## config.mk

```make
export PLATFORM = sky130hd
export DESIGN_NAME = vga_scan_reader
export DESIGN_NICKNAME = d
export VERILOG_FILES = /design/src/rtl/vga_scan_reader.sv
export SDC_FILE = /design/constraint.sdc
export NUM_CORES = 1
export LEC_CHECK = 0
export BUFFER_PORTS_ARGS = -buffer_cell sky130_fd_sc_hd__buf_2
export CORE_ASPECT_RATIO = 0.75
export CORE_MARGIN = 5
export CORE_UTILIZATION = 50
export DETAILED_ROUTE_END_ITERATION = 10
export GPL_ROUTABILITY_DRIVEN = 0
export PLACE_DENSITY = 0.8
export SETUP_SLACK_MARGIN = 0.3
export SLEW_MARGIN = 30
export SYNTH_ARGS = -nofsm -noshare
export SYNTH_HDL_FRONTEND = slang
export SYNTH_SLANG_ARGS = --single-unit
```

## constraint.sdc

```tcl
create_clock -name clk -period 1.9 [get_ports clk]
set_input_delay 0.38 -clock clk [delete_from_list [all_inputs] [get_ports clk]]
set_output_delay 0.38 -clock clk [all_outputs]
set_load 0.005 [all_outputs]
```

## src/rtl/vga_scan_reader.sv

```systemverilog
// vga_scan_reader: 640x480@60 raster scan engine for the frame-buffer read path.
// Generates pixel_x/pixel_y addresses, captures the RGB332 pixel returned by a
// synchronous RAM RD_LAT clocks later, and drives hsync/vsync/RGB aligned with it.
// Optional feature macro: VGA_SCAN_BORDER_EN (forces white on the visible frame edge).
module vga_scan_reader #(
  parameter int PIX_DIV  = 2,
  parameter int H_ACTIVE = 640,
  parameter int H_FP     = 16,
  parameter int H_SYNC   = 96,
  parameter int H_BP     = 48,
  parameter int V_ACTIVE = 480,
  parameter int V_FP     = 10,
  parameter int V_SYNC   = 2,
  parameter int V_BP     = 33,
  parameter int RD_LAT   = 1    // read latency of the pixel source; must be >= 1
) (
  input  logic       clk,
  input  logic       reset,
  input  logic [7:0] pixel_rgb,
  output logic [9:0] pixel_x,
  output logic [9:0] pixel_y,
  output logic       video_on,
  output logic       hsync,
  output logic       vsync,
  output logic [2:0] vga_r,
  output logic [2:0] vga_g,
  output logic [1:0] vga_b,
  output logic       frame_start
);

  localparam int H_TOTAL = H_ACTIVE + H_FP + H_SYNC + H_BP;
  localparam int V_TOTAL = V_ACTIVE + V_FP + V_SYNC + V_BP;
  localparam int DIV_W   = (PIX_DIV > 1) ? $clog2(PIX_DIV) : 1;

  localparam logic [DIV_W-1:0] DIV_LAST = DIV_W'(PIX_DIV - 1);
  localparam logic [9:0] H_LAST   = 10'(H_TOTAL - 1);
  localparam logic [9:0] V_LAST   = 10'(V_TOTAL - 1);
  localparam logic [9:0] H_VIS    = 10'(H_ACTIVE);
  localparam logic [9:0] V_VIS    = 10'(V_ACTIVE);
  localparam logic [9:0] HS_FIRST = 10'(H_ACTIVE + H_FP);
  localparam logic [9:0] HS_LAST  = 10'(H_ACTIVE + H_FP + H_SYNC - 1);
  localparam logic [9:0] VS_FIRST = 10'(V_ACTIVE + V_FP);
  localparam logic [9:0] VS_LAST  = 10'(V_ACTIVE + V_FP + V_SYNC - 1);
`ifdef VGA_SCAN_BORDER_EN
  localparam logic [9:0] H_EDGE   = 10'(H_ACTIVE - 1);
  localparam logic [9:0] V_EDGE   = 10'(V_ACTIVE - 1);
`endif

  // One stage of the alignment delay line: raw flags for a single clk.
  typedef struct packed {
    logic hs;
    logic vs;
    logic on;
`ifdef VGA_SCAN_BORDER_EN
    logic on_edge;
`endif
  } align_t;

`ifdef VGA_SCAN_BORDER_EN
  localparam align_t STAGE_RESET = '{hs: 1'b1, vs: 1'b1, on: 1'b0, on_edge: 1'b0};
`else
  localparam align_t STAGE_RESET = '{hs: 1'b1, vs: 1'b1, on: 1'b0};
`endif

  logic [DIV_W-1:0] div_cnt;
  logic [9:0]       h_cnt;
  logic [9:0]       v_cnt;
  logic             tick;
  align_t           raw;
  align_t           dly [RD_LAT];

  assign tick     = (div_cnt == DIV_LAST);
  assign pixel_x  = h_cnt;
  assign pixel_y  = v_cnt;
  assign video_on = (h_cnt < H_VIS) && (v_cnt < V_VIS);

  // Pixel-rate divider, raster counters and the undelayed frame_start pulse.
  // NOTE: sequential state uses non-blocking assignments so every register
  // samples the pre-edge values of the others, independent of statement order.
  always_ff @(posedge clk) begin
    if (reset) begin
      div_cnt     <= '0;
      h_cnt       <= '0;
      v_cnt       <= '0;
      frame_start <= 1'b0;
    end else begin
      frame_start <= 1'b0;
      div_cnt     <= tick ? '0 : div_cnt + DIV_W'(1);
      if (tick) begin
        if (h_cnt == H_LAST) begin
          h_cnt <= '0;
          if (v_cnt == V_LAST) begin
            v_cnt       <= '0;
            frame_start <= 1'b1;
          end else begin
            v_cnt <= v_cnt + 10'd1;
          end
        end else begin
          h_cnt <= h_cnt + 10'd1;
        end
      end
    end
  end

  // Raw active-low syncs and active-area flag decoded from the counters.
  // NOTE: every field gets a default first so no path can infer a latch.
  always_comb begin
    raw    = STAGE_RESET;
    raw.hs = !((h_cnt >= HS_FIRST) && (h_cnt <= HS_LAST));
    raw.vs = !((v_cnt >= VS_FIRST) && (v_cnt <= VS_LAST));
    raw.on = video_on;
`ifdef VGA_SCAN_BORDER_EN
    raw.on_edge = (h_cnt == 10'd0) || (h_cnt == H_EDGE) ||
                  (v_cnt == 10'd0) || (v_cnt == V_EDGE);
`endif
  end

  // RD_LAT-deep delay line so the flags meet the RAM data at the output stage.
  // NOTE: this small register array is reset on purpose: its contents reach the
  // sync pins directly, so stale stages would glitch hsync/vsync after reset.
  always_ff @(posedge clk) begin
    if (reset) begin
      for (int i = 0; i < RD_LAT; i++) dly[i] <= STAGE_RESET;
    end else begin
      dly[0] <= raw;
      for (int i = 1; i < RD_LAT; i++) dly[i] <= dly[i-1];
    end
  end

  // Output stage: register delayed flags together with the returned pixel.
  always_ff @(posedge clk) begin
    if (reset) begin
      hsync                 <= 1'b1;
      vsync                 <= 1'b1;
      {vga_r, vga_g, vga_b} <= 8'h00;
    end else begin
      hsync <= dly[RD_LAT-1].hs;
      vsync <= dly[RD_LAT-1].vs;
      if (dly[RD_LAT-1].on) begin
`ifdef VGA_SCAN_BORDER_EN
        {vga_r, vga_g, vga_b} <= dly[RD_LAT-1].on_edge ? 8'hFF : pixel_rgb;
`else
        {vga_r, vga_g, vga_b} <= pixel_rgb;
`endif
      end else begin
        {vga_r, vga_g, vga_b} <= 8'h00;
      end
    end
  end

endmodule
```

; ---- Word-level counts from Yosys, hierarchy flattened
; Memories as Yosys holds them, arrays and structs flattened.
; Index checks and enable logic that the tools add are counted.
; Widths: inputs -> output; s select.
[op_classes]
n_mux = 8
reduce_logical = 10
n_eq_ne = 2
addsub = 3
bitwise_logic = 3
magnitude_cmp = 6
[op_table]
columns = cell, count
row1 = $add 10x1->10 const B, 2
row2 = $eq 10x10->1 const B, 2
row3 = $mux 10, 2
row4 = $ge 10x10->1 const B, 1
row5 = $ge 10x9->1 const B, 1
row6 = $le 10x10->1 const B, 1
row7 = $le 10x9->1 const B, 1
row8 = $lt 10x10->1 const B, 1
row9 = $lt 10x9->1 const B, 1
row10 = $reduce_or 3->1, 2
row11 = $mux 1, 5
row12 = $reduce_or 2->1, 2
row13 = $logic_and 1x1->1, 3
row14 = $mux 3, 1
row15 = $not 1->1, 3
row16 = $logic_not 1->1, 2
row17 = $reduce_and 2->1, 1
row18 = $add 1x1->1 const B, 1
[word_totals]
mem_bits_rw = 3
ff_bits = 32
out_inout_bits = 32
input_bits = 10
elab_cells = 42
mem_count = 1
[mem_list]
columns = memory, words, width, read_ports, rd_ports_with_merged_regs, wr, line
row1 = dly, 1, 3, 1, 0, 1, 70  ; align_t dly [RD_LAT];

; ---- Depth between registers and ports, before layout
[logic_depth]
depth_word = 4
ltp_mapped = 6
ltp_nobuf = 6

; ---- Worst setup path after synthesis
; No wires, ideal clock.
[synth_path]
path_type = register -> register
start = register h_cnt[0], in the netlist pixel_x[0]
end = register v_cnt[8], in the netlist pixel_y[8]
synth_period_minus_slack_ps = 1666
arrival_ps = 1596
n_path_buf = 1
slack_ps = 234
required_time_ps = 1830
setup_time_ps = 70
stages_incl_launch_ff = 7
path_cell_list = dfxtp_1 > ha_1 > and3_1 > buf_4 > nand4_4 > or4_1 > a21oi_1
[synth_via]
elab_chain_len = 2
[synth_lines]
columns = item, line
row1 = start: declaration, 66  ; logic [9:0] h_cnt;
row2 = start signal: assignment, 99  ; h_cnt <= h_cnt + 10'd1;
row3 = $eq 10x10->1, 90  ; if (h_cnt == H_LAST) begin
row4 = $reduce_and 2->1 (no line), --
row5 = end signal: assignment, 96  ; v_cnt <= v_cnt + 10'd1;
row6 = end: declaration, 67  ; logic [9:0] v_cnt;
; No other way between the ends.
; A chain may end at the register's enable or synchronous reset.

; ---- Worst setup path in the final report
[layout_path]
start = register v_cnt[5], in the netlist pixel_y[5]
end = register v_cnt[7], in the netlist pixel_y[7]
[layout_via]
elab_chain_len = 2
elab_cells_between_ends = 3
classes_between = 1 x add/sub / 1 x eq/ne / 1 x mux
[layout_lines]
columns = item, line
row1 = $add 10x1->10 / $eq 10x10->1 (equally long branches), "96, 92"
row2 = $mux 10 *, 92  ; if (v_cnt == V_LAST) begin
; Mark *: on every way between the ends. The rest lies on a longest branch, timed or not.

==> load_flow_metrics.sql <==
INSERT INTO impl_metrics (metric_group, metric, value, unit) VALUES
('drt', 'detailedRoute.firstIterationViolations', '75', ''),
('drt', 'routedWlPerCell', '15.1', 'um'),
('logic_synthesis', 'yosys.area.top_type_share', '47.5', '%'),
('timing', 'setup-violations-final', '0', ''),
('flow_run', 'drv.max_cap_violation_count', '0', ''),
('clock_network', 'insertion_delay', '290', 'ps'),
('global_routing', 'congestion_overflow_gr', '0', ''),
('timing', 'timing.slew.headroom', '75.4', '%'),
('logic_synthesis', 'synth-async-reset-ratio', '0', '%'),
('critical_path', 'crit_path_top_delay_cell', 'sky130_fd_sc_hd__or4_4', ''),
('timing', 'unrepaired_setup_endpoints_after_global_routing', 'true', ''),
('timing', 'count_of_final_max_slew_check_failures', '0', ''),
('logic_synthesis', 'distinct_cell_type_count_after_synthesis', '34', ''),
('logic_synthesis', 'synth-edff-count', '0', ''),
('timing', 'tightest_slew', '369', 'ps'),
('outcome', 'status', 'finished clean', ''),
('placed_design', 'io_buffer_count', '41', ''),
('clock_network', 'htree_levels', '2', ''),
('final_layout', 'flow.area_growth_from_synthesis', '31.6', '%'),
('final_layout', 'insertedDiodeCount', '0', ''),
('logic_synthesis', 'synth_largest_area_cell', 'sky130_fd_sc_hd__dfxtp_1', ''),
('critical_path', 'timing.critical_path.arrival', '1860', 'ps'),
('clock_network', 'cts_buffer_depth', '2', ''),
('drt', 'detail_route.drc_violations', '0', ''),
('power_and_ir_drop', 'swShare', '22.9', '%'),
('clock_network', 'clock_sink_count', '35', ''),
('clock_network', 'clock_buffers_created_by_tritoncts', '5', ''),
('final_layout', 'nNetsFinal', '224', ''),
('logic_synthesis', 'syn-num-nets', '169', ''),
('critical_path', 'setup.worst_path.end_class', 'flop', ''),
('critical_path', 'crit_chain', 'or3_1 > or4_4 > o21bai_4 > a21oi_1', ''),
('power_and_ir_drop', 'ir_drop_worst_vdd', '445', 'uV'),
('drt', 'first_pass_iters', '4', ''),
('critical_path', 'r2r_cells', '4', ''),
('global_routing', 'grt_first_pass_wirelength', '6030', 'um'),
('placed_design', 'dp_hpwl', '2530', 'um'),
('drt', 'final_antenna_net_count', '0', ''),
('logic_synthesis', 'avgSynthCellArea', '9.52', 'sq um'),
('logic_synthesis', 'ys_ff_latch', '35', ''),
('timing', 'hold_violations', '0', ''),
('power_and_ir_drop', 'pwr-share-seq', '56.4', '%'),
('power_and_ir_drop', 'power.clock.fraction', '39.0', '%'),
('timing', 'finalSetupTns', '0', 'ps'),
('final_layout', 'share_of_final_layout_standard_cells_stronger_than_drive_strength_1', '39.3', '%'),
('worst_hold_path', 'whs_path_depth', '2', ''),
('power_and_ir_drop', 'power_frac_comb', '4.6', '%'),
('floorplanning', 'dieWidth', '72.7', 'um'),
('critical_path', 'worstPathMaxFanout', '5', ''),
('critical_path', 'cp-start-kind', 'flop', ''),
('power_and_ir_drop', 'p_int', '1030', 'uW'),
('critical_path', 'slowest_delay', '550', 'ps'),
('logic_synthesis', 'synth_warnings', '0', ''),
('global_routing', 'initial_antenna_violation_count', '0', ''),
('floorplanning', 'floorplan.die.height', '57.0', 'um'),
('global_routing', 'pin_count_of_the_biggest_net_entering_global_routing', '15', ''),
('clock_network', 'clk_root_buffer_cell', 'sky130_fd_sc_hd__clkbuf_8', ''),
('final_layout', 'utilization', '67.1', '%'),
('timing', 'finalWorstPathRequiredPeriod', '1700', 'ps'),
('floorplanning', 'initial_standard_cell_utilization_of_the_core', '51.0', '%'),
('drt', 'route.detailed.vias_per_inst', '5.51', ''),
('timing', 'timing.fmax', '0.589', 'GHz'),
('logic_synthesis', 'syn_area', '1480', 'sq um'),
('global_routing', 'grt_pass1_vias', '1316', ''),
('logic_synthesis', 'post_synthesis_cells', '155', ''),
('power_and_ir_drop', 'leakagePower', '0.000820', 'uW'),
('clock_network', 'tritoncts', 'built', ''),
('critical_path', 'path_class', 'reg2reg', ''),
('drt', 'drt-total-wl', '3750', 'um'),
('logic_synthesis', 'synth-seq-area-share', '47.5', '%'),
('power_and_ir_drop', 'p_sw', '306', 'uW'),
('logic_synthesis', 'post_synth_main_area_contributors', 'sky130_fd_sc_hd__dfxtp_1, sky130_fd_sc_hd__nor2_1, sky130_fd_sc_hd__xor2_1', '');
[worst max-delay path: cells and delay by family, from the launching register on]
family           cells  cell delay (ps)
AND/OR/NAND/NOR      2              930
AO/OA/AOI/OAI        2              290
flip-flops           1              350
[cells in the final DEF, fill, tap and decap left out, types with 2 or more instances in the layout]
cell                       netlist  layout
sky130_fd_sc_hd__or4_1           3       2
sky130_fd_sc_hd__buf_4           1      10
sky130_fd_sc_hd__inv_1           6       6
sky130_fd_sc_hd__o31ai_1         3       3
sky130_fd_sc_hd__nor2_1         18      18
sky130_fd_sc_hd__and2_1          8       8
sky130_fd_sc_hd__nand2_1        10      10
sky130_fd_sc_hd__nor3_1          4       4
sky130_fd_sc_hd__ha_1            4       3
sky130_fd_sc_hd__dfxtp_4         0       3
sky130_fd_sc_hd__nand3_1         8       7
sky130_fd_sc_hd__o21bai_4        1       2
sky130_fd_sc_hd__nand4_1         6       6
sky130_fd_sc_hd__nand4_4         2       2
sky130_fd_sc_hd__a21oi_2         0       2
sky130_fd_sc_hd__or4b_1          3       3
sky130_fd_sc_hd__or4_4           1       2
sky130_fd_sc_hd__xor2_1          6       6
sky130_fd_sc_hd__dfxtp_2         0       5
sky130_fd_sc_hd__dfxtp_1        35      27
sky130_fd_sc_hd__o41ai_1         2       2
sky130_fd_sc_hd__or3_1           2       2
sky130_fd_sc_hd__clkbuf_8        0       5
sky130_fd_sc_hd__or2_2           2       2
sky130_fd_sc_hd__o21ai_0         3       3
sky130_fd_sc_hd__buf_2           2      41
sky130_fd_sc_hd__xnor2_1         5       5
sky130_fd_sc_hd__a21oi_1         8       6
[power groups by stage]
stage	clock [uW]	combinational (uW)	sequential (uW)
2_1_floorplan	0	29.3	774
3_3_place_gp	0	56.6	774
3_5_place_dp	0	57.5	776
4_1_cts	537	61.1	757
5_1_grt	574	67.6	758
6_report	522	61.2	756
[worst paths after layout]
path / start / end / slack (ps)
hold / removal: pixel_rgb[0] / vga_b[0]$_SDFF_PP0_ / 290
setup / recovery: pixel_y[5]$_SDFFE_PP0P_ / pixel_y[7]$_SDFFE_PP0P_ / 200
setup reg to reg: pixel_y[5]$_SDFFE_PP0P_ / pixel_y[7]$_SDFFE_PP0P_ / 200
hold reg to reg: dly[0][2]$_SDFF_PP1_ / hsync$_SDFF_PP1_ / 410
[sequential cells by signal (all words and copies together) (netlist names)]
register     cells
pixel_y         10
vsync            1
dly              3
vga_g            3
div_cnt          1
hsync            1
vga_b            2
pixel_x         10
vga_r            3
frame_start      1
[cells by family after synthesis]
kind of cell	after synthesis	share of synthesized area, %
simple gates	77	31.3
flops	35	47.5
fa+ha+maj	4	3.39
xor+xnor	11	6.53
buf+inv	10	2.97
compound gates	18	8.31
[Yosys cell counts (2+ instances only)]
cell and instances:
sky130_fd_sc_hd__dfxtp_1 35, sky130_fd_sc_hd__nor2_1 18, sky130_fd_sc_hd__nand2_1 10, sky130_fd_sc_hd__a21oi_1 8, sky130_fd_sc_hd__and2_1 8, sky130_fd_sc_hd__nand3_1 8
sky130_fd_sc_hd__inv_1 6, sky130_fd_sc_hd__nand4_1 6, sky130_fd_sc_hd__xor2_1 6, sky130_fd_sc_hd__xnor2_1 5, sky130_fd_sc_hd__ha_1 4, sky130_fd_sc_hd__nor3_1 4
sky130_fd_sc_hd__o21ai_0 3, sky130_fd_sc_hd__o31ai_1 3, sky130_fd_sc_hd__or4_1 3, sky130_fd_sc_hd__or4b_1 3, sky130_fd_sc_hd__and3_1 2, sky130_fd_sc_hd__buf_2 2
sky130_fd_sc_hd__nand2b_1 2, sky130_fd_sc_hd__nand4_4 2, sky130_fd_sc_hd__o41ai_1 2, sky130_fd_sc_hd__or2_2 2, sky130_fd_sc_hd__or3_1 2
[area by class of cell]
type	instances	area, sq um
Fill cell	244	952
Tap cell	38	47.5
Clock inverter	2	12.5
Multi-Input combinational cell	111	787
Timing Repair Buffer	51	280
Inverter	6	22.5
Clock buffer	6	72.6
Sequential cell	35	718
[per-stage QoR]
stage	hold WS (ps)	power (uW)	cell area, sq um	setup WS [ps]	instances
after global placement	393	831	1760	244	235
after floorplan	389	803	1490	343	155
after global routing	268	1400	1940	182	249
after CTS	280	1350	1910	247	248
after detailed placement	394	833	1760	121	235
final	291	1340	1940	201	249
[layer usage]
layer  vias to the layer above  GRT usage, %  wire length, um
met1                       647          22.2             1500
met4                         0          6.58               37
li1                        655             -                -
met5                         -             0                0
met2                        67          30.5             1840
met3                         4          8.27              381
[what timing repair did]
action / CTS / global route
gates cloned: 1 / 0
buffers inserted: 4 / 1
setup endpoints to repair: 18 / 18
pin swaps: 8 / 4
resized for setup: 11 / 7
No activity file was read; power rests on OpenSTA's default activity.
